--- src/rtl/r200_pkg.sv ---
// Shared definitions for the r200 front end: default datapath width, the fetch
// entry layout and the canonical NOP encoding.
package r200_pkg;

  localparam int unsigned XLEN_DEFAULT = 32;

  typedef struct packed {
    logic [XLEN_DEFAULT-1:0] pc;
    logic [XLEN_DEFAULT-1:0] instrn;
  } fetch_entry_t;

  // addi x0, x0, 0
  localparam logic [31:0] NOP_INSTRN = 32'h0000_0013;

  function automatic fetch_entry_t make_entry(input logic [XLEN_DEFAULT-1:0] pc,
                                              input logic [XLEN_DEFAULT-1:0] instrn);
    fetch_entry_t e;
    e.pc     = pc;
    e.instrn = instrn;
    return e;
  endfunction

endpackage

--- src/rtl/ifetch_queue_ptr.sv ---
// Wrapping circular-buffer pointer: increments modulo DEPTH and clears
// synchronously on reset or clr.
module ifq_ptr #(
  parameter int unsigned DEPTH = 4
) (
  input  logic                     clk,
  input  logic                     rst,
  input  logic                     clr,
  input  logic                     inc,
  output logic [$clog2(DEPTH)-1:0] ptr
);

  localparam int unsigned AW = $clog2(DEPTH);

  // DEPTH is a power of two, so natural overflow provides the wrap.
  always_ff @(posedge clk) begin
    if (rst || clr) begin
      ptr <= '0;
    end else if (inc) begin
      ptr <= ptr + AW'(1);
    end
  end

endmodule

--- src/rtl/ifetch_queue.sv ---
// Instruction fetch queue between fetch and decode. Optional same-cycle
// pass-through of an empty queue is enabled with `define IFQ_BYPASS_EN.
module ifetch_queue
  import r200_pkg::*;
#(
  parameter int unsigned DEPTH = 4,
  parameter int unsigned XLEN  = XLEN_DEFAULT
) (
  input  logic                   clk,
  input  logic                   rst,
  input  logic                   flush,
  input  logic                   in_valid,
  output logic                   in_ready,
  input  logic [XLEN-1:0]        in_pc,
  input  logic [XLEN-1:0]        in_instrn,
  output logic                   out_valid,
  input  logic                   out_ready,
  output logic [XLEN-1:0]        out_pc,
  output logic [XLEN-1:0]        out_instrn,
  output logic [$clog2(DEPTH):0] count
);

  localparam int unsigned AW = $clog2(DEPTH);
  localparam int unsigned CW = AW + 1;

  logic [XLEN-1:0] pc_mem  [DEPTH];
  logic [XLEN-1:0] ins_mem [DEPTH];

  logic [AW-1:0] rd;
  logic [AW-1:0] wr;

  logic empty;
  logic full;
  logic enq;
  logic deq;
  logic pass;
  logic store_enq;
  logic store_deq;

  always_comb begin
    empty    = (count == '0);
    full     = (count == CW'(DEPTH));
    // A full queue still accepts when decode drains the head this cycle.
    in_ready = !flush && (!full || out_ready);
`ifdef IFQ_BYPASS_EN
    out_valid  = !flush && (!empty || in_valid);
    out_pc     = empty ? in_pc     : pc_mem[rd];
    out_instrn = empty ? in_instrn : ins_mem[rd];
    pass       = empty && in_valid && out_ready && !flush;
`else
    out_valid  = !flush && !empty;
    out_pc     = pc_mem[rd];
    out_instrn = ins_mem[rd];
    pass       = 1'b0;
`endif
    enq       = in_valid && in_ready;
    deq       = out_valid && out_ready;
    // A passed-through instruction touches neither storage nor pointers.
    store_enq = enq && !pass && !rst;
    store_deq = deq && !pass;
  end

  always_ff @(posedge clk) begin
    if (store_enq) begin
      pc_mem[wr]  <= in_pc;
      ins_mem[wr] <= in_instrn;
    end
  end

  always_ff @(posedge clk) begin
    if (rst || flush) begin
      count <= '0;
    end else begin
      case ({store_enq, store_deq})
        2'b10:   count <= count + CW'(1);
        2'b01:   count <= count - CW'(1);
        default: count <= count;
      endcase
    end
  end

  ifq_ptr #(.DEPTH(DEPTH)) u_rd_ptr (
    .clk (clk),
    .rst (rst),
    .clr (flush),
    .inc (store_deq),
    .ptr (rd)
  );

  ifq_ptr #(.DEPTH(DEPTH)) u_wr_ptr (
    .clk (clk),
    .rst (rst),
    .clr (flush),
    .inc (store_enq),
    .ptr (wr)
  );

endmodule
--- config.mk ---
export PLATFORM = sky130hd
export DESIGN_NAME = ifetch_queue
export DESIGN_NICKNAME = d
export VERILOG_FILES = /design/src/rtl/r200_pkg.sv /design/src/rtl/ifetch_queue_ptr.sv /design/src/rtl/ifetch_queue.sv
export SDC_FILE = /design/constraint.sdc
export NUM_CORES = 1
export LEC_CHECK = 0
export ABC_AREA = 1
export CAP_MARGIN = 20
export CELL_PAD_IN_SITES_DETAIL_PLACEMENT = 0
export CELL_PAD_IN_SITES_GLOBAL_PLACEMENT = 1
export CORE_MARGIN = 5
export CORE_UTILIZATION = 48
export DETAILED_ROUTE_END_ITERATION = 12
export PLACE_DENSITY_LB_ADDON = 0.1
export SYNTH_ARGS = -nofsm -noshare
export SYNTH_HDL_FRONTEND = slang
export SYNTH_SLANG_ARGS = --single-unit
--- constraint.sdc ---
create_clock -name clk -period 10 [get_ports clk]
set_clock_uncertainty 0.15 [all_clocks]
set_input_delay 2 -clock clk [delete_from_list [all_inputs] [get_ports clk]]
set_output_delay 2 -clock clk [all_outputs]
set_load 0.1 [all_outputs]
### Word-level counts from Yosys, hierarchy flattened

Memories as Yosys holds them, arrays and structs flattened. A register that Yosys moved wholly into a read port is not among the register bits.
Cells that the tools add are included.

* latch bits: 0
* memories: 2
* bits in writable memories: 256
* output and inout port bits: 69
* register bits after elaboration: 7
* bits in read-only memories: 0

* bitwise gates (word level): 0
* reduce and logical (&&, ||, !) cells: 13
* mux-type cells: 7
* $add $sub $neg: 4
* divide/modulo/power cells: 0
* $mul: 0
* magnitude comparators: 0
* eq/ne operators: 3
* shift-type cells: 0

Memory list
* ins_mem: depth 4, width 32, rd ports 1, clocked after memory_dff 1, wr ports 1, line ifetch_queue.sv:27 `logic [XLEN-1:0] ins_mem [DEPTH];`
* pc_mem: depth 4, width 32, rd ports 1, clocked after memory_dff 1, wr ports 1, line ifetch_queue.sv:26 `logic [XLEN-1:0] pc_mem [DEPTH];`

Operators with widths (count)
* $mux 2: 4
* $pmux 3 s2: 1
* $logic_and 1x1->1: 5
* $add 2x1->2 const B: 2
* $logic_not 1->1: 4
* $add 3x1->3 const B: 1
* $eq 3x3->1 const B: 1
* $logic_not 3->1: 1
* $sub 3x1->3 const B: 1
* $eq 2x1->1 const B: 1
* $eq 2x2->1 const B: 1
* $logic_or 1x1->1: 2
* $mux 1: 2
* $reduce_bool 2->1: 1

### Longest topological paths before layout

Gate-level depths: netlist (run 1).

* depth in word-level cells: 8
* gate-level depth with buffers: 13
* depth with buffers taken out: 13

### Modules after synthesis

Synthesis (run 1) repeated with hierarchy kept, for this count alone.

* cell total of the unflattened synthesis: 692
* area, all modules: 9953.3 um^2

Modules (own cells, without submodules)
* ifetch_queue: sequential area each 7747.4 um^2, area each 9758.1 um^2, cells an instance 664, times used 1
* ifq_ptr: sequential area each 40.0 um^2, area each 97.6 um^2, cells an instance 14, times used 2

### Worst setup path after synthesis (run 1)

Ideal clock, no wire load.

* path type: input -> output
* start: input port out_ready
* end: output port in_ready
* slack: 4.270 ns
* arrival: 3.580 ns
* data required time: 7.850 ns
* stages on the path: 2
* cell sequence: inv_1 a31oi_1

* word-level cells in the longest chain between the ends: 2

Ends and longest elaborated chain
* start: declaration: line ifetch_queue.sv:17 `input logic out_ready,`
* $logic_or 1x1->1: line ifetch_queue.sv:44 `in_ready = !flush && (!full || out_ready);`
* $logic_and 1x1->1: line ifetch_queue.sv:44
* end: declaration: line ifetch_queue.sv:13 `output logic in_ready,`

Every way passes these cells.

### Final worst setup path (run 1)

Ends and elaborated chain as after synthesis.

==> results.cfg, run 1 <==
[sta]
setup_viol = 0
hold_viol = 0
layout_setup_ws_ps = 3960
timing.fmax_ghz = 0.165
drv_slew = 0
finalSetupTns_ps = 0
period_needed_ps = 6040
maxSlewHeadroom_pct = 31.5
rsz0062_at_grt = no
worstMarginPinSlew_ps = 1020
fin_crit_sh_pct = 60.4

[placement]
io_buffers = 137
dp_slack_ps = 3970
place_hpwl_mm = 11.7
gp_congestion = 0.729

[yosys]
synth_top_family_by_area = compound AO/OA/AOI/OAI gates
synth_mux_area_share_pct = 0
yosys.area_share.simple_pct = 6.24
ys_seq_area_share_pct = 78.5
syn-cell-area_um2 = 10000
yosysWarningCount = 0
synth_top_cell_by_area = edfxtp_1
post_synth_num_cell_types = 22
ys_ff_latch = 265
syn-num-nets = 770
synth_cells = 695
syn_area_per_cell_um2 = 14.4
synth_xor_area_share_pct = 0
synth-adder-area-share_pct = 0.824
netlist.area_leader.share_pct = 76.7
synth_compound_area_share_pct = 10.7
synthTopCellsByArea = edfxtp_1, nor2_1, o22ai_1, o21ai_0, o21ai_1

[finish]
final-seq-area_um2 = 7870
nets = 903
fin_util_pct = 60.5
diodes = 0
multi_input_area_um2 = 1820
drive_gt1_share_pct = 6.01
nFillCells = 1593
areaGrowthSynthToFinish_pct = 23.3

[clock_tree]
clock-sinks = 265
cts_tree = done
cts-resized-gates = 0
cts_root_buf = clkbuf_16
clock_path_buffers = 3
cts_setup_buffers = 0
cts_buffers = 27
htreeDepth = 1
cts-hold-fix-buffers = 0
clk_pin_slew_worst_paths_ps = 60
worstSkewPairLatency_ps = 510

[power_and_ir_drop]
p_per_area_nw_per_um2 = 185
p_leak_uw = 0.00411
ir_worst_vdd_uv = 137

[critical_path]
cp-start-kind = input pin
rr_worst_depth = 5
worstPathRequired_ps = 7850
critical_path_class = in2out
cp_max_fo = 3
end_kind = output port
cp.arrival_ps = 3890

[drt]
totalWireLength_mm = 21.5
drc = 0
drtIter0Drc = 389
antenna_left = 0
drt_first_pass_iters = 4
post_drt_via_cell_ratio = 5.49
routedWlPerCell_um = 19.2
vias = 6146

[grt]
globalRouteTotalUtil_pct = 17.7
overflow = 0
grt_pass1_wl_mm = 33.5
grt_max_degree = 91
grt_pass1_vias = 6413
antenna_found_initial = 1

[floorplanning]
initial_utilization_pct = 49.1
die_h_um = 155
rows = 52
pin_count = 138
coreArea_um2 = 20400
dieArea_um2 = 23900
die-width_um = 155

[job]
maxCapViolCount = 0

[hold_path]
hold_path.class = reg2reg
holdPathStages = 2

[status]
status = finished, final reports clean
-- per-stage QoR --
step                      std cells  power [uW]  hold slack [ps]  instance area (um^2)
after floorplan                 695        1350              293                 10000
after global routing           1119        2380              338                 12400
final                          1119        2290              318                 12400
after global placement         1069        1410              309                 11500
after CTS                      1119        2310              320                 12400
after detailed placement       1069        1410              310                 11500
-- kinds of logic (layout without fill, tap and decap cells) --
kind of cell               after synthesis  in the layout
AOI/OAI and AO/OA                      199            199
adders and majority gates                6              6
buffers and inverters                   64            218
DFF                                    265            265
and+or+nand+nor                        161            161
-- sequential cells by signal, summed over array words and instances, names as in the netlist, named ones only --
name          cells
count             3
pc_mem          128
ins_mem         128
u_wr_ptr.ptr      2
u_rd_ptr.ptr      2
-- worst paths after layout --
check | start | to | slack, ps
min | u_rd_ptr.ptr[0]$_SDFFE_PP0P_ | flip-flop | 320
min reg2reg | u_rd_ptr.ptr[0]$_SDFFE_PP0P_ | flip-flop | 320
max | out_ready | in_ready | 3960
max reg2reg | count[1]$_SDFFE_PP0P_ | pc_mem[0][9]$_DFFE_PP_ | 7000
-- where the power goes --
part | leakage [uW] | internal (uW) | switching (uW)
Clock | 0.000397 | 529 | 377
Sequential | 0.00239 | 1230 | 3.40
Combinational | 0.00132 | 45.6 | 107
-- cells in the final DEF, fill, tap and decap left out, types with 8 or more instances in the layout --
master / n
nand2_1: 14
clkbuf_16: 27
o21ai_1: 56
clkdlybuf4s50_1: 137
o21ai_0: 74
o22ai_1: 64
nor2_1: 134
edfxtp_1: 256
buf_4: 8
clkinv_1: 9
inv_1: 21
-- worst max-delay path: stages --
cell and delay (ps):
clkdlybuf4s50_1 500, inv_1 60, a31oi_1 170, clkdlybuf4s50_1 1160
-- layer usage --
layer / up-vias / global-route usage (%) / routed length (um) / part of all wire (%)
met5: - / 0 / 11 / 0.051
met1: 3070 / 22.0 / 8790 / 41
met3: 29 / 3.91 / 1390 / 6.5
met4: 2 / 5.05 / 430 / 2.0
li1: 2860 / - / - / -
met2: 185 / 31.4 / 10900 / 51
-- cell type report --
class	count	area share [%]
clock buffers	35	5.79
flip-flops and latches	265	63.7
repair buffers	145	11.6
inverters	23	0.719
multi-input cells	366	14.7
clock inverters	15	0.780
well taps	270	2.73
-- Yosys cell counts --
library cell,instances
nor2_1,138
fa_1,1
clkinv_1,1
o22ai_1,64
o21ai_0,74
nor2_4,1
a21oi_1,4
nand3_1,5
inv_4,1
clkbuf_2,3
a31oi_1,1
dfxtp_1,9
nand2_1,14
ha_1,5
buf_6,13
o21ai_1,56
buf_4,6
nand4_1,3
inv_1,21
buf_2,5
edfxtp_1,256
clkbuf_1,14
Note: power is estimated with default switching activity, not from simulation.
==> inputs of run 2 (changes only) <==
--- a/config.mk
+++ b/config.mk
@@ -10,7 +10,7 @@
 export CELL_PAD_IN_SITES_DETAIL_PLACEMENT = 0
 export CELL_PAD_IN_SITES_GLOBAL_PLACEMENT = 1
 export CORE_MARGIN = 5
-export CORE_UTILIZATION = 48
+export CORE_UTILIZATION = 45
 export DETAILED_ROUTE_END_ITERATION = 12
 export PLACE_DENSITY_LB_ADDON = 0.1
 export SYNTH_ARGS = -nofsm -noshare
==> constraint.sdc (replaced) <==
create_clock -name clk -period 6.33 [get_ports clk]
set_clock_uncertainty 0.15 [all_clocks]
set_input_delay 1.266 -clock clk [delete_from_list [all_inputs] [get_ports clk]]
set_output_delay 1.266 -clock clk [all_outputs]
set_load 0.1 [all_outputs]
==> results.cfg, run 2 (same netlist as run 1, synthesis figures left out) <==
[clock_tree]
cts_setup_buffers = 0
cts-resized-gates = 0
clock-sinks = 265
cts_root_buf = clkbuf_16
worstSkewPairLatency_ps = 520
htreeDepth = 1
cts_buffers = 28
cts-hold-fix-buffers = 0
cts_tree = done
clock_path_buffers = 3
clk_pin_slew_worst_paths_ps = 60

[drt]
routedWlPerCell_um = 19.2
post_drt_via_cell_ratio = 5.39
drc = 0
vias = 6129
totalWireLength_mm = 21.9
drtIter0Drc = 378
antenna_left = 0
drt_first_pass_iters = 5

[sta]
maxSlewHeadroom_pct = 30.8
rsz0062_at_grt = no
fin_crit_sh_pct = 81.8
timing.fmax_ghz = 0.193
drv_slew = 0
setup_viol = 0
period_needed_ps = 5180
finalSetupTns_ps = 0
worstMarginPinSlew_ps = 1030
hold_viol = 0

[grt]
globalRouteTotalUtil_pct = 16.7
use_met1_pct = 21.9
top_usage_layer = met2
grt_pass1_vias = 6269
overflow = 0
grt_max_degree = 107
antenna_found_initial = 3
gr-usage-met3_pct = 4.04
met2_usage_pct = 28.3
grt_pass1_wl_mm = 34.4

[critical_path]
slowest_stage = clkdlybuf4s50_1
rr_worst_depth = 5
cp-start-kind = flip-flop
critical_path_buf_inv_count = 2
crit_chain = buf_4 > o21ai_0 > o22ai_1 > clkdlybuf4s50_1
cp_max_fo = 86
cp.arrival_ps = 3760
path_delay_family = buffers and inverters
regToRegSetupSlack_ps = 3470
critical_path_class = reg2out
slowest_delay_ps = 1210
end_kind = output port
critical_path_depth = 4
worstPathRequired_ps = 4910

[floorplanning]
coreArea_um2 = 21900
initial_utilization_pct = 45.8
die-width_um = 159
dieArea_um2 = 25400
rows = 54
pin_count = 138
die_h_um = 159

[finish]
drive_gt1_share_pct = 6.89
nets = 909
fin_util_pct = 57.0
mostFrequentLayoutCells = edfxtp_1, clkdlybuf4s50_1, nor2_1
reg_top3 = ins_mem: 128 flops, pc_mem: 128 flops, count: 3 flops
final_common_cell = edfxtp_1
areaGrowthSynthToFinish_pct = 24.4

[status]
status = finished, final reports clean

[placement]
gp_congestion = 0.741
io_buffers = 137
place_hpwl_mm = 12.1

[power_and_ir_drop]
ir_worst_vdd_uv = 165
power_uw = 3650
p_leak_uw = 0.00416
p_per_area_nw_per_um2 = 292

[job]
maxCapViolCount = 0

[hold_path]
hold_path.class = reg2reg
holdPathStages = 2
[run 2: path summary, 6_finish.rpt]
kind | to | from
worst max register to register | pc_mem[3][1]$_DFFE_PP_ | count[1]$_SDFFE_PP0P_
worst min-delay path | flip-flop | u_rd_ptr.ptr[0]$_SDFFE_PP0P_
worst min register to register | flip-flop | u_rd_ptr.ptr[0]$_SDFFE_PP0P_
worst max-delay path | out_instrn[27] | flip-flop
[run 2: worst min-delay path: stages (launching register included)]
cell	delay [ps]
dfxtp_1	320
inv_1	70
a21oi_1	50
[run 2: where the power goes]
part | switching (uW) | internal [uW]
sequential | 5.34 | 1940
combinational | 170 | 73.4
clock | 624 | 831
[run 2: cell type report]
cell class / instances / area, um^2
multi-input cells: 366 / 1820
clock inverters: 16 / 70.1
inverters: 23 / 88.8
diodes: 1 / 2.50
fillers: 1779 / 9420
repair buffers: 150 / 1520
clock buffers: 36 / 752
well taps: 280 / 350
flip-flops and latches: 265 / 7870
[run 2: per-layer routing]
metal	wire, um	part of all wire (%)
met1	9210	42
met2	10700	49
met3	1560	7.1
met4	349	1.6
met5	27	0.12
[run 2: through the flow]
stage	worst slack (ps)	hold slack, ps	instance area (um^2)	std cells
2_1_floorplan	1340	293	10000	695
3_3_place_gp	1770	316	11600	1082
3_5_place_dp	1720	317	11600	1083
4_1_cts	1150	339	12400	1135
5_1_grt	968	370	12500	1137
6_report	1150	332	12500	1137
==> inputs of run 3 (changes only) <==
--- a/config.mk
+++ b/config.mk
@@ -10,7 +10,7 @@
 export CELL_PAD_IN_SITES_DETAIL_PLACEMENT = 0
 export CELL_PAD_IN_SITES_GLOBAL_PLACEMENT = 1
 export CORE_MARGIN = 5
-export CORE_UTILIZATION = 45
+export CORE_UTILIZATION = 41
 export DETAILED_ROUTE_END_ITERATION = 12
 export PLACE_DENSITY_LB_ADDON = 0.1
 export SYNTH_ARGS = -nofsm -noshare
==> constraint.sdc (replaced) <==
create_clock -name clk -period 4.7 [get_ports clk]
set_clock_uncertainty 0.15 [all_clocks]
set_input_delay 0.94 -clock clk [delete_from_list [all_inputs] [get_ports clk]]
set_output_delay 0.94 -clock clk [all_outputs]
set_load 0.1 [all_outputs]
==> results.cfg, run 3 (same netlist as run 1, synthesis figures left out) <==
[status]
status = finished, final reports clean

[sta]
maxSlewHeadroom_pct = 34.7
hold_viol = 0
fin_crit_sh_pct = 85.2
period_needed_ps = 4000
worstMarginPinSlew_ps = 976
whs_ps = 340
rsz0062_at_grt = no
drv_slew = 0
timing.fmax_ghz = 0.250
setup_viol = 0

[clock_tree]
clk_pin_slew_worst_paths_ps = 60
cts_buffers = 28
cts-hold-fix-buffers = 0
cts-resized-gates = 0
cts_setup_buffers = 0
clock-sinks = 265
htreeDepth = 1
cts_root_buf = clkbuf_16
clock_path_buffers = 3
cts_tree = done
worstSkewPairLatency_ps = 520

[power_and_ir_drop]
p_int_uw = 3940
p_leak_uw = 0.00425
swShare_pct = 21.8
p_clk_share_pct = 41.6
p_per_area_nw_per_um2 = 406
p_comb_share_pct = 6.4
p_sw_uw = 1100
ir_worst_vdd_uv = 279
pwr-share-seq_pct = 52.1

[critical_path]
r2r-end = count[2]$_SDFFE_PP0P_
rr_worst_depth = 12
critical_path_class = reg2out
worstPathRequired_ps = 3610
regToRegSetupSlack_ps = 2290
end_kind = output port
cp_max_fo = 80
rr_startpoint = count[0]$_SDFFE_PP0P_
cp.arrival_ps = 2910
cp-start-kind = flip-flop

[drt]
post_drt_via_cell_ratio = 5.09
antenna_left = 0
drtIter0Drc = 462
vias = 6005
drc = 0
totalWireLength_mm = 22.3
routedWlPerCell_um = 18.9
drt_first_pass_iters = 4

[finish]
drive_gt1_share_pct = 15.4
reg_top3 = ins_mem: 128 flops, pc_mem: 128 flops, count: 3 flops
final_common_cell = edfxtp_1
fin_cells = 1180
nFillCells = 2051
mostFrequentLayoutCells = edfxtp_1, nor2_1, buf_4
multi_input_area_um2 = 1820
diodes = 0
nets = 910
areaGrowthSynthToFinish_pct = 23.9
final-seq-area_um2 = 7870

[hold_path]
hold_path.class = reg2reg
whs_endpoint = u_rd_ptr.ptr[0]$_SDFFE_PP0P_
holdPathStages = 2
min_from = u_rd_ptr.ptr[0]$_SDFFE_PP0P_

[job]
maxCapViolCount = 0

[placement]
gp_congestion = 0.780
io_buffers = 137
place_hpwl_mm = 12.5
dp_cells = 1128

[grt]
grt_pass1_wl_mm = 35.6
overflow = 0
grt_pass1_vias = 6487
globalRouteTotalUtil_pct = 15.9
grt_max_degree = 104
antenna_found_initial = 2

[floorplanning]
pin_count = 138
dieArea_um2 = 27700
initial_utilization_pct = 41.5
coreArea_um2 = 24200
die_h_um = 166
die-width_um = 166
rows = 57
[run 3: changes by cell type in the layout (fill, tap and decap cells not counted)]
| cell | delta |
|---|---|
| buf_16 | -1 |
| bufinv_16 | +2 |
| clkinv_2 | -1 |
| buf_4 | +68 |
| clkdlybuf4s50_1 | -66 |
| diode_2 | -1 |
| clkbuf_1 | -5 |
| clkinvlp_4 | +2 |
| clkinv_1 | -2 |
| inv_6 | +1 |
| clkinv_4 | +2 |
[run 3: layout make-up]
class / instances / share of cell area [%]
Sequential cell: 265 / 63.4
Multi-Input combinational cell: 366 / 14.6
Timing Repair Buffer: 151 / 10.8
Clock buffer: 31 / 5.90
Tap cell: 324 / 3.26
Clock inverter: 20 / 1.28
Inverter: 23 / 0.715
[run 3: routing by layer]
layer  part of all wire (%)  up-vias  track usage, %
li1                       -     2887               -
met1                     45     2962            20.8
met2                     49      125            27.6
met3                    4.7       27            3.21
met4                    1.4        4            3.38
met5                   0.12        -               0
[run 3: power by group through the flow]
stage,clock (uW),combinational (uW),sequential [uW]
after floorplan,0,186,2680
after global placement,0,320,2670
after detailed placement,0,324,2670
after CTS,2150,325,2620
after global routing,2270,337,2620
final,2090,321,2620
[run 3: worst max-delay path by stage]
stage / to / cells past startpoint / slack (ps)
detailed placement: out_pc[28] / 4 / 1220
CTS: out_pc[28] / 4 / 640
global route: out_pc[28] / 4 / 480
global placement: out_pc[30] / 5 / 1280
finish: out_pc[28] / 4 / 700
floorplan: ins_mem[0][0]$_DFFE_PP_ / 4 / -130
[run 3: metrics by stage]
step	power, uW	worst slack, ps	setup TNS [ps]	cell area [um^2]	utilization, %
after floorplan	2860	-133	-34110	10000	-
after global placement	2990	1280	0	11500	47.6
after detailed placement	3000	1220	0	11500	47.6
after CTS	5100	644	0	12400	51.2
after global routing	5230	479	0	12400	51.4
final	5040	697	0	12400	51.4
[run 3: worst max-delay path, cell delays in order, from the launching register on]
cell     delay [ps]
dfxtp_4         690
buf_4           750
o21ai_0         220
o22ai_1         360
buf_4           360
